--- src/rtl/hack_pkg.sv ---
// hack_pkg: shared HACK CPU widths, fetch FSM state encoding and reset PC.
package hack_pkg;
    localparam int ADDR_W = 15;
    localparam int DATA_W = 16;
    localparam logic [ADDR_W-1:0] PC_RESET = '0;
    typedef enum logic [1:0] {IDLE, REQ, HOLD} fetch_state_t;
endpackage

--- src/rtl/hack_fetch_if.sv ---
// hack_fetch_if: instruction ROM req/ack bus, instruction valid/ready stream and redirect/halt controls.
interface hack_fetch_if #(
    parameter int ADDR_W = hack_pkg::ADDR_W,
    parameter int DATA_W = hack_pkg::DATA_W
);
    logic              rom_req;
    logic [ADDR_W-1:0] rom_addr;
    logic              rom_ack;
    logic [DATA_W-1:0] rom_data;
    logic              inst_valid;
    logic              inst_ready;
    logic [DATA_W-1:0] inst;
    logic [ADDR_W-1:0] inst_pc;
    logic              jump_en;
    logic [ADDR_W-1:0] jump_addr;
    logic              halt;

    modport master (
        output rom_req, rom_addr, inst_valid, inst, inst_pc,
        input  rom_ack, rom_data, inst_ready, jump_en, jump_addr, halt
    );

    modport slave (
        input  rom_req, rom_addr, inst_valid, inst, inst_pc,
        output rom_ack, rom_data, inst_ready, jump_en, jump_addr, halt
    );
endinterface

--- src/rtl/hack_pc.sv ---
// hack_pc: program counter register with load (priority) and wrapping increment.
module hack_pc #(
    parameter int ADDR_W = hack_pkg::ADDR_W
) (
    input  logic              clk,
    input  logic              rst_n,
    input  logic              load,
    input  logic              inc,
    input  logic [ADDR_W-1:0] load_addr,
    output logic [ADDR_W-1:0] pc
);
    always_ff @(posedge clk or negedge rst_n) begin
        if (!rst_n)
            pc <= ADDR_W'(hack_pkg::PC_RESET);
        else if (load)
            pc <= load_addr;
        else if (inc)
            pc <= pc + ADDR_W'(1);
    end
endmodule

--- src/rtl/hack_fetch.sv ---
// hack_fetch: HACK CPU fetch stage; one ROM read in flight, registered instruction hand-off,
// jump redirects that flush held or in-flight instructions, and halt that never drops data.
module hack_fetch #(
    parameter int ADDR_W = hack_pkg::ADDR_W,
    parameter int DATA_W = hack_pkg::DATA_W
) (
    input  logic         clk,
    input  logic         rst_n,
    hack_fetch_if.master bus
);
    import hack_pkg::*;

    fetch_state_t      state, state_d;
    logic              req_d, valid_d, pend, pend_d, pc_load, pc_inc;
    logic [ADDR_W-1:0] addr_d, ipc_d, raddr, raddr_d, pc, pc_val;
    logic [DATA_W-1:0] inst_d;

    hack_pc #(.ADDR_W(ADDR_W)) u_pc (
        .clk       (clk),
        .rst_n     (rst_n),
        .load      (pc_load),
        .inc       (pc_inc),
        .load_addr (pc_val),
        .pc        (pc)
    );

    // pc always equals rom_addr while in REQ, so a good ack just increments it
    always_comb begin
        state_d = state;
        req_d   = bus.rom_req;
        addr_d  = bus.rom_addr;
        valid_d = bus.inst_valid;
        inst_d  = bus.inst;
        ipc_d   = bus.inst_pc;
        pend_d  = pend;
        raddr_d = raddr;
        pc_load = 1'b0;
        pc_inc  = 1'b0;
        pc_val  = bus.jump_addr;
        unique case (state)
            IDLE: begin
                pc_load = bus.jump_en;
                if (!bus.halt) begin
                    state_d = REQ;
                    req_d   = 1'b1;
                    addr_d  = bus.jump_en ? bus.jump_addr : pc;
                end
            end
            REQ: begin
                if (bus.rom_ack && (pend || bus.jump_en)) begin
                    pc_load = 1'b1;
                    pc_val  = bus.jump_en ? bus.jump_addr : raddr;
                    pend_d  = 1'b0;
                    state_d = bus.halt ? IDLE : REQ;
                    req_d   = !bus.halt;
                    addr_d  = pc_val;
                end else if (bus.rom_ack) begin
                    pc_inc  = 1'b1;
                    inst_d  = bus.rom_data;
                    ipc_d   = bus.rom_addr;
                    valid_d = 1'b1;
                    req_d   = 1'b0;
                    state_d = HOLD;
                end else if (bus.jump_en) begin
                    pend_d  = 1'b1;
                    raddr_d = bus.jump_addr;
                end
            end
            HOLD: begin
                if (bus.jump_en || bus.inst_ready) begin
                    pc_load = bus.jump_en;
                    valid_d = 1'b0;
                    state_d = bus.halt ? IDLE : REQ;
                    req_d   = !bus.halt;
                    addr_d  = bus.jump_en ? bus.jump_addr : pc;
                end
            end
            default: state_d = IDLE;
        endcase
    end

    always_ff @(posedge clk or negedge rst_n) begin
        if (!rst_n) begin
            state          <= IDLE;
            bus.rom_req    <= 1'b0;
            bus.rom_addr   <= ADDR_W'(PC_RESET);
            bus.inst_valid <= 1'b0;
            bus.inst       <= '0;
            bus.inst_pc    <= '0;
            pend           <= 1'b0;
            raddr          <= '0;
        end else begin
            state          <= state_d;
            bus.rom_req    <= req_d;
            bus.rom_addr   <= addr_d;
            bus.inst_valid <= valid_d;
            bus.inst       <= inst_d;
            bus.inst_pc    <= ipc_d;
            pend           <= pend_d;
            raddr          <= raddr_d;
        end
    end
endmodule

--- src/flat_wrapper.sv ---
// flat-port wrapper written by rule: the top's interface ports become plain ports
module hack_fetch_flat import hack_pkg::*;
#(
    parameter int ADDR_W = hack_pkg::ADDR_W,
    parameter int DATA_W = hack_pkg::DATA_W
)
  (clk, rst_n, bus_rom_req, bus_rom_addr, bus_inst_valid, bus_inst, bus_inst_pc, bus_rom_ack, bus_rom_data, bus_inst_ready, bus_jump_en, bus_jump_addr, bus_halt);
  hack_fetch_if #(.ADDR_W(ADDR_W), .DATA_W(DATA_W)) bus_i ();
  input  logic clk;
  input  logic rst_n;
  output wire logic [$bits(bus_i.rom_req)-1:0] bus_rom_req;
  output wire logic [$bits(bus_i.rom_addr)-1:0] bus_rom_addr;
  output wire logic [$bits(bus_i.inst_valid)-1:0] bus_inst_valid;
  output wire logic [$bits(bus_i.inst)-1:0] bus_inst;
  output wire logic [$bits(bus_i.inst_pc)-1:0] bus_inst_pc;
  input wire logic [$bits(bus_i.rom_ack)-1:0] bus_rom_ack;
  input wire logic [$bits(bus_i.rom_data)-1:0] bus_rom_data;
  input wire logic [$bits(bus_i.inst_ready)-1:0] bus_inst_ready;
  input wire logic [$bits(bus_i.jump_en)-1:0] bus_jump_en;
  input wire logic [$bits(bus_i.jump_addr)-1:0] bus_jump_addr;
  input wire logic [$bits(bus_i.halt)-1:0] bus_halt;
  assign bus_rom_req = bus_i.rom_req;
  assign bus_rom_addr = bus_i.rom_addr;
  assign bus_inst_valid = bus_i.inst_valid;
  assign bus_inst = bus_i.inst;
  assign bus_inst_pc = bus_i.inst_pc;
  assign bus_i.rom_ack = bus_rom_ack;
  assign bus_i.rom_data = bus_rom_data;
  assign bus_i.inst_ready = bus_inst_ready;
  assign bus_i.jump_en = bus_jump_en;
  assign bus_i.jump_addr = bus_jump_addr;
  assign bus_i.halt = bus_halt;
  hack_fetch #(.ADDR_W(ADDR_W), .DATA_W(DATA_W)) u_core (.clk(clk), .rst_n(rst_n), .bus(bus_i));
endmodule
--- config.mk ---
export PLATFORM = sky130hd
export DESIGN_NAME = hack_fetch_flat
export DESIGN_NICKNAME = d
export VERILOG_FILES = /design/src/rtl/hack_pkg.sv /design/src/rtl/hack_fetch_if.sv /design/src/rtl/hack_pc.sv /design/src/rtl/hack_fetch.sv /design/src/flat_wrapper.sv
export SDC_FILE = /design/constraint.sdc
export NUM_CORES = 1
export LEC_CHECK = 0
export ABC_AREA = 1
export CAP_MARGIN = 40
export CORE_MARGIN = 2
export CORE_UTILIZATION = 47
export CTS_CLUSTER_SIZE = 20
export DETAILED_ROUTE_END_ITERATION = 6
export PLACE_DENSITY = 0.74
export SLEW_MARGIN = 20
export SYNTH_ARGS = -nofsm -noshare
export SYNTH_HDL_FRONTEND = slang
export SYNTH_SLANG_ARGS = --single-unit
--- constraint.sdc ---
create_clock -name clk -period 1.6 [get_ports clk]
set_input_delay 0.32 -clock clk [delete_from_list [all_inputs] [get_ports clk]]
set_output_delay 0.32 -clock clk [all_outputs]
set_load 0.02 [all_outputs]
==> flow_results.org <==
** Clocking
- Cell at the root of the clock tree :: clkbuf_8
- CTS built an H-tree with a depth of 3.
- At the later pin of the worst-skew pair, clock insertion delay measures 360 ps.
- After clock tree synthesis, the clock-pin slew on the worst setup and hold paths is 90 ps.
- CTS tree :: done
- Counting every sink on the clock net gives 81.
- Worst-case clock buffer depth :: 2
- Clock buffers created by TritonCTS :: 9

** Floorplan
- The floorplan step defined a die boundary enclosing a little under 10000 um2.
- Once the floorplan was initialized, standard cells occupied between 40% and 50% of the core.
- The initialized floorplan defines 34 standard-cell rows.
- Pin placement for this block handled 85 I/O pins.
- Chip Width :: just under 100 um
- Measured along the y axis, the die boundary spans slightly below 100 um.
- Standard cell core area :: just under 9000 um2

** GRT
- Tot GR Track Use :: a little over a quarter
- The initial antenna violation count is 0.
- Vias in the first global route :: approximately 4300
- Summed over all layers, the global routing overflow is 0.
- Wire length of the first global-routing pass :: a little over 20 mm
- Entering global routing, the biggest net connects 36 pins.

** Critical path
- STA classifies the critical path startpoint as a register.
- Terminus of the critical flop-to-flop path :: u_core.u_pc.pc[0]$_DFFE_PN0P_
- Largest stage delay on the critical path :: ~400 ps
- CP Capture Type :: register
- Data required, critical path :: between 1500 and 2000 ps
- For the worst setup path, the data arrival time is approximately 1900 ps.
- The worst register-to-register path has a setup slack of -40 ps.
- Cells traversed along the worst timing path :: buf_6 -> ha_4 -> nand2_4 -> inv_2 -> nand2_4 -> buf_12 -> or2_1 -> o211ai_1 -> nand3_1
- The number of buffers and inverters on the critical path is 3.
- Delay-heaviest family, CP :: simple AND/OR/NAND/NOR gates
- R2r startpoint :: u_core.state[0]$_DFFE_PN0P_
- Slowest stage cell on the critical path :: dfrtp_1
- Along the worst path, the maximum fanout reaches 14.
- Most prevalent standard cell on the critical path :: nand2_4
- Measured in cells, the most critical reg-to-reg path has a length of 9.
- By startpoint and endpoint, the worst setup path is classified as reg2reg.
- The critical path starts at u_core.state[0]$_DFFE_PN0P_.

** STA
- Number of hold violations in the final report :: 0
- Final-report setup violation count :: 19
- The clock arrives with between 4 and 5 ps of skew.
- Final hold analysis gives a worst-case slack of a little over 400 ps.
- Maximum operating frequency :: 610 MHz
- Setup repair after global routing missed its margin :: yes
- Slew at the pin closest to its max-slew limit :: roughly 400 ps
- Max-slew violations :: 0
- Headroom to the max-slew limit came out at between 70% and 80%.
- In the post-route analysis, the smallest setup slack over all paths is -39.9 ps.
- Final period demand of the worst path :: between 1500 and 2000 ps
- Share of the cycle needed by the critical path after routing :: 102%

** Detailed routing
- After detailed routing, the average wire length per cell comes to 15.3 um.
- The final layout contains routed wiring with a total length of between 10 and 15 mm.
- Vias per Instance :: 5.31
- Via count :: 4265
- Post-route antenna net violation count :: 0
- Violation count after the first detailed-routing iteration :: around 400
- Residual DRC :: 0
- Number of detailed-route iterations in the first pass :: 6

** Power and ir drop
- Static Leak :: approximately 3 nW
- Power per cell area :: ~1900 nW/um2
- Across the VDD grid, the largest voltage drop is roughly 1100 uV.

** Finish
- The finished layout holds ~800 standard cells, fillers aside.
- Fraction of final layout cells sized beyond drive strength 1 :: between 10% and 20%
- At the end of the flow, the number of nets in the layout was 732.
- From synthesis to final layout, the design area changed by 40.0%.
- Fill cells in the final layout number 740.
- The number of antenna diodes in the final layout is 0.

** Place
- Placed Cells incl. Taps :: between 700 and 800
- Post-detailed-placement half-perimeter wirelength :: ~8.5 mm
- The congestion estimate from routability-driven global placement came to between 0.8 and 0.9.
- Input and output buffers added on the ports amount to 84.

** Logic synthesis
- Number of synthesized register bits :: 81
- Part of the Yosys area used for sequential elements :: between 40 and 50%
- The portion of synthesized area spent on multiplexers is 0%.
- After synthesis, the mean cell area works out to around 7.6 um2.
- Parity-gate share of the synthesized area counting xor and xnor cells :: ~1.2%
- The number of nets in the synthesized netlist is roughly 600.
- Of the total synthesized cell area, the portion taken by full adders, half adders and majority gates is under 10%.
- Yosys warns :: 0
- Count of distinct cell types in the synthesized netlist :: 32
- Largest family of logic cells by synthesized area :: simple AND/OR/NAND/NOR gates
- Compound-gate portion of the synthesized area :: between 10% and 20%
- Synth Instances :: 560
- Fraction of the mapped netlist area in simple logic gates :: about 28%
- The mapped netlist covers 4260 um2.

** Hold path
- In this run the worst hold path is classified as in2async.

** Status
- Violations in the final reports :: negative setup slack
- Result of the run :: complete, but fails checks

** Flow run
- Max capacitance violation total :: 0
[state kept, by name (all words and copies together), names as in the netlist]
| signal | cells |
|---|---|
| u_core.bus.inst | 16 |
| u_core.bus.rom_req | 1 |
| u_core.bus.inst_valid | 1 |
| u_core.bus.rom_addr | 15 |
| u_core.pend | 1 |
| u_core.u_pc.pc | 15 |
| u_core.bus.inst_pc | 15 |
| u_core.raddr | 15 |
| u_core.state | 2 |
[where the power goes]
part	switching (mW)	total [mW]	internal, mW	leakage [nW]
combinational	3.62	6.30	2.68	1.93
sequential	0.635	3.64	3.00	1.01
clock	0.829	1.62	0.789	0.110
[routing by layer]
layer	track usage, %	part of all wire, %
met5	0	0
met4	11.5	3.6
met3	4.36	6.3
met2	45.6	48
met1	32.1	42
[worst max path at each step]
stage / to / cells past startpoint
floorplan: u_core.u_pc.pc[2]$_DFFE_PN0P_ / 11
global placement: u_core.u_pc.pc[10]$_DFFE_PN0P_ / 9
detailed placement: u_core.u_pc.pc[0]$_DFFE_PN0P_ / 8
CTS: u_core.u_pc.pc[0]$_DFFE_PN0P_ / 9
global route: u_core.u_pc.pc[1]$_DFFE_PN0P_ / 9
finish: u_core.u_pc.pc[0]$_DFFE_PN0P_ / 9
[cell usage in the layout, fill, tap and decap left out, drive strengths merged]
master         count
ha                 5
nor2              31
o211ai            16
dlygate4sd2       48
buf               58
clkbuf            11
bufinv             1
dfrtp             81
a21boi             2
dlygate4sd3        1
a21o               1
nand3b             1
o21ai             68
a21oi              8
xor2               5
clkdlybuf4s50     35
o21a               2
o22ai              2
nand2            234
or2                5
nand4              5
clkinv             1
inv               53
nand3             20
xnor2              1
[worst reg2reg max path, delay by kind of cell (launching register included)]
family                     cells  cell delay (ps)
AOI/OAI and AO/OA              1              110
adders and majority gates      1              160
buffers and inverters          3              350
DFF                            1              400
and+or+nand+nor                4              500
[synthesized netlist by cell type]
master / number / share of area (%)
o21ai_0: 59 / 6.9
nand2_1: 229 / 20
buf_4: 5 / 0.88
buf_6: 5 / 1.3
or2_1: 3 / 0.44
nand3b_1: 1 / 0.18
nand2_2: 2 / 0.29
xnor2_1: 1 / 0.21
or2_2: 2 / 0.29
buf_2: 10 / 1.2
nor2_2: 2 / 0.29
o21ai_2: 1 / 0.21
inv_1: 46 / 4.1
a21oi_2: 1 / 0.21
ha_1: 5 / 1.5
o211ai_1: 16 / 2.8
o21a_1: 2 / 0.35
nand3_1: 18 / 2.1
nand4_1: 5 / 0.73
o21ai_1: 8 / 0.94
xor2_1: 5 / 1.0
dfrtp_1: 81 / 48
a21boi_0: 2 / 0.35
a21o_1: 1 / 0.18
o22ai_1: 2 / 0.29
a21oi_1: 6 / 0.70
a21oi_4: 1 / 0.38
clkbuf_1: 4 / 0.35
nand3_2: 2 / 0.47
nor2_1: 29 / 2.6
inv_2: 3 / 0.26
nand2_4: 3 / 0.79
[through the flow]
stage	setup WS [ps]	power [mW]	TNS [ps]	cell area [um2]	util [%]
2_1_floorplan	71.6	6.98	0	4260	-
3_3_place_gp	-330	9.37	-15120	5530	63.1
3_5_place_dp	-362	9.54	-17230	5530	63.1
4_1_cts	-27.5	11.4	-124	5890	67.2
5_1_grt	-122	12.4	-2610	5960	68.1
6_report	-39.9	11.6	-333	5960	68.1
[what timing repair did]
| action | in CTS | in global routing |
|---|---|---|
| gates cloned | 2 | 1 |
| setup endpoints to repair | 117 | 48 |
| hold buffers | 1 | 0 |
| gates resized for setup | 76 | 18 |
| hold endpoints to repair | 24 | 0 |
| pin swaps | 6 | 3 |
| buffers inserted | 6 | 2 |
[cell type report]
| type | instances | area, um2 | share of cell area (%) |
|---|---|---|---|
| sequential | 81 | 2030 | 34.0 |
| multi-input combinational | 406 | 1980 | 33.2 |
| timing repair buffer | 143 | 1420 | 23.9 |
| inverter | 49 | 189 | 3.17 |
| clock buffer | 10 | 138 | 2.31 |
| tap | 108 | 135 | 2.27 |
| clock inverter | 6 | 72.6 | 1.22 |
[cells by family after synthesis]
kind of cell | after synthesis
AOI/OAI and AO/OA | 99
xor gates and xnor gates | 6
buffers and inverters | 73
adders and majority gates | 5
DFF | 81
and+or+nand+nor | 296
No activity file was read; power rests on OpenSTA's default activity.
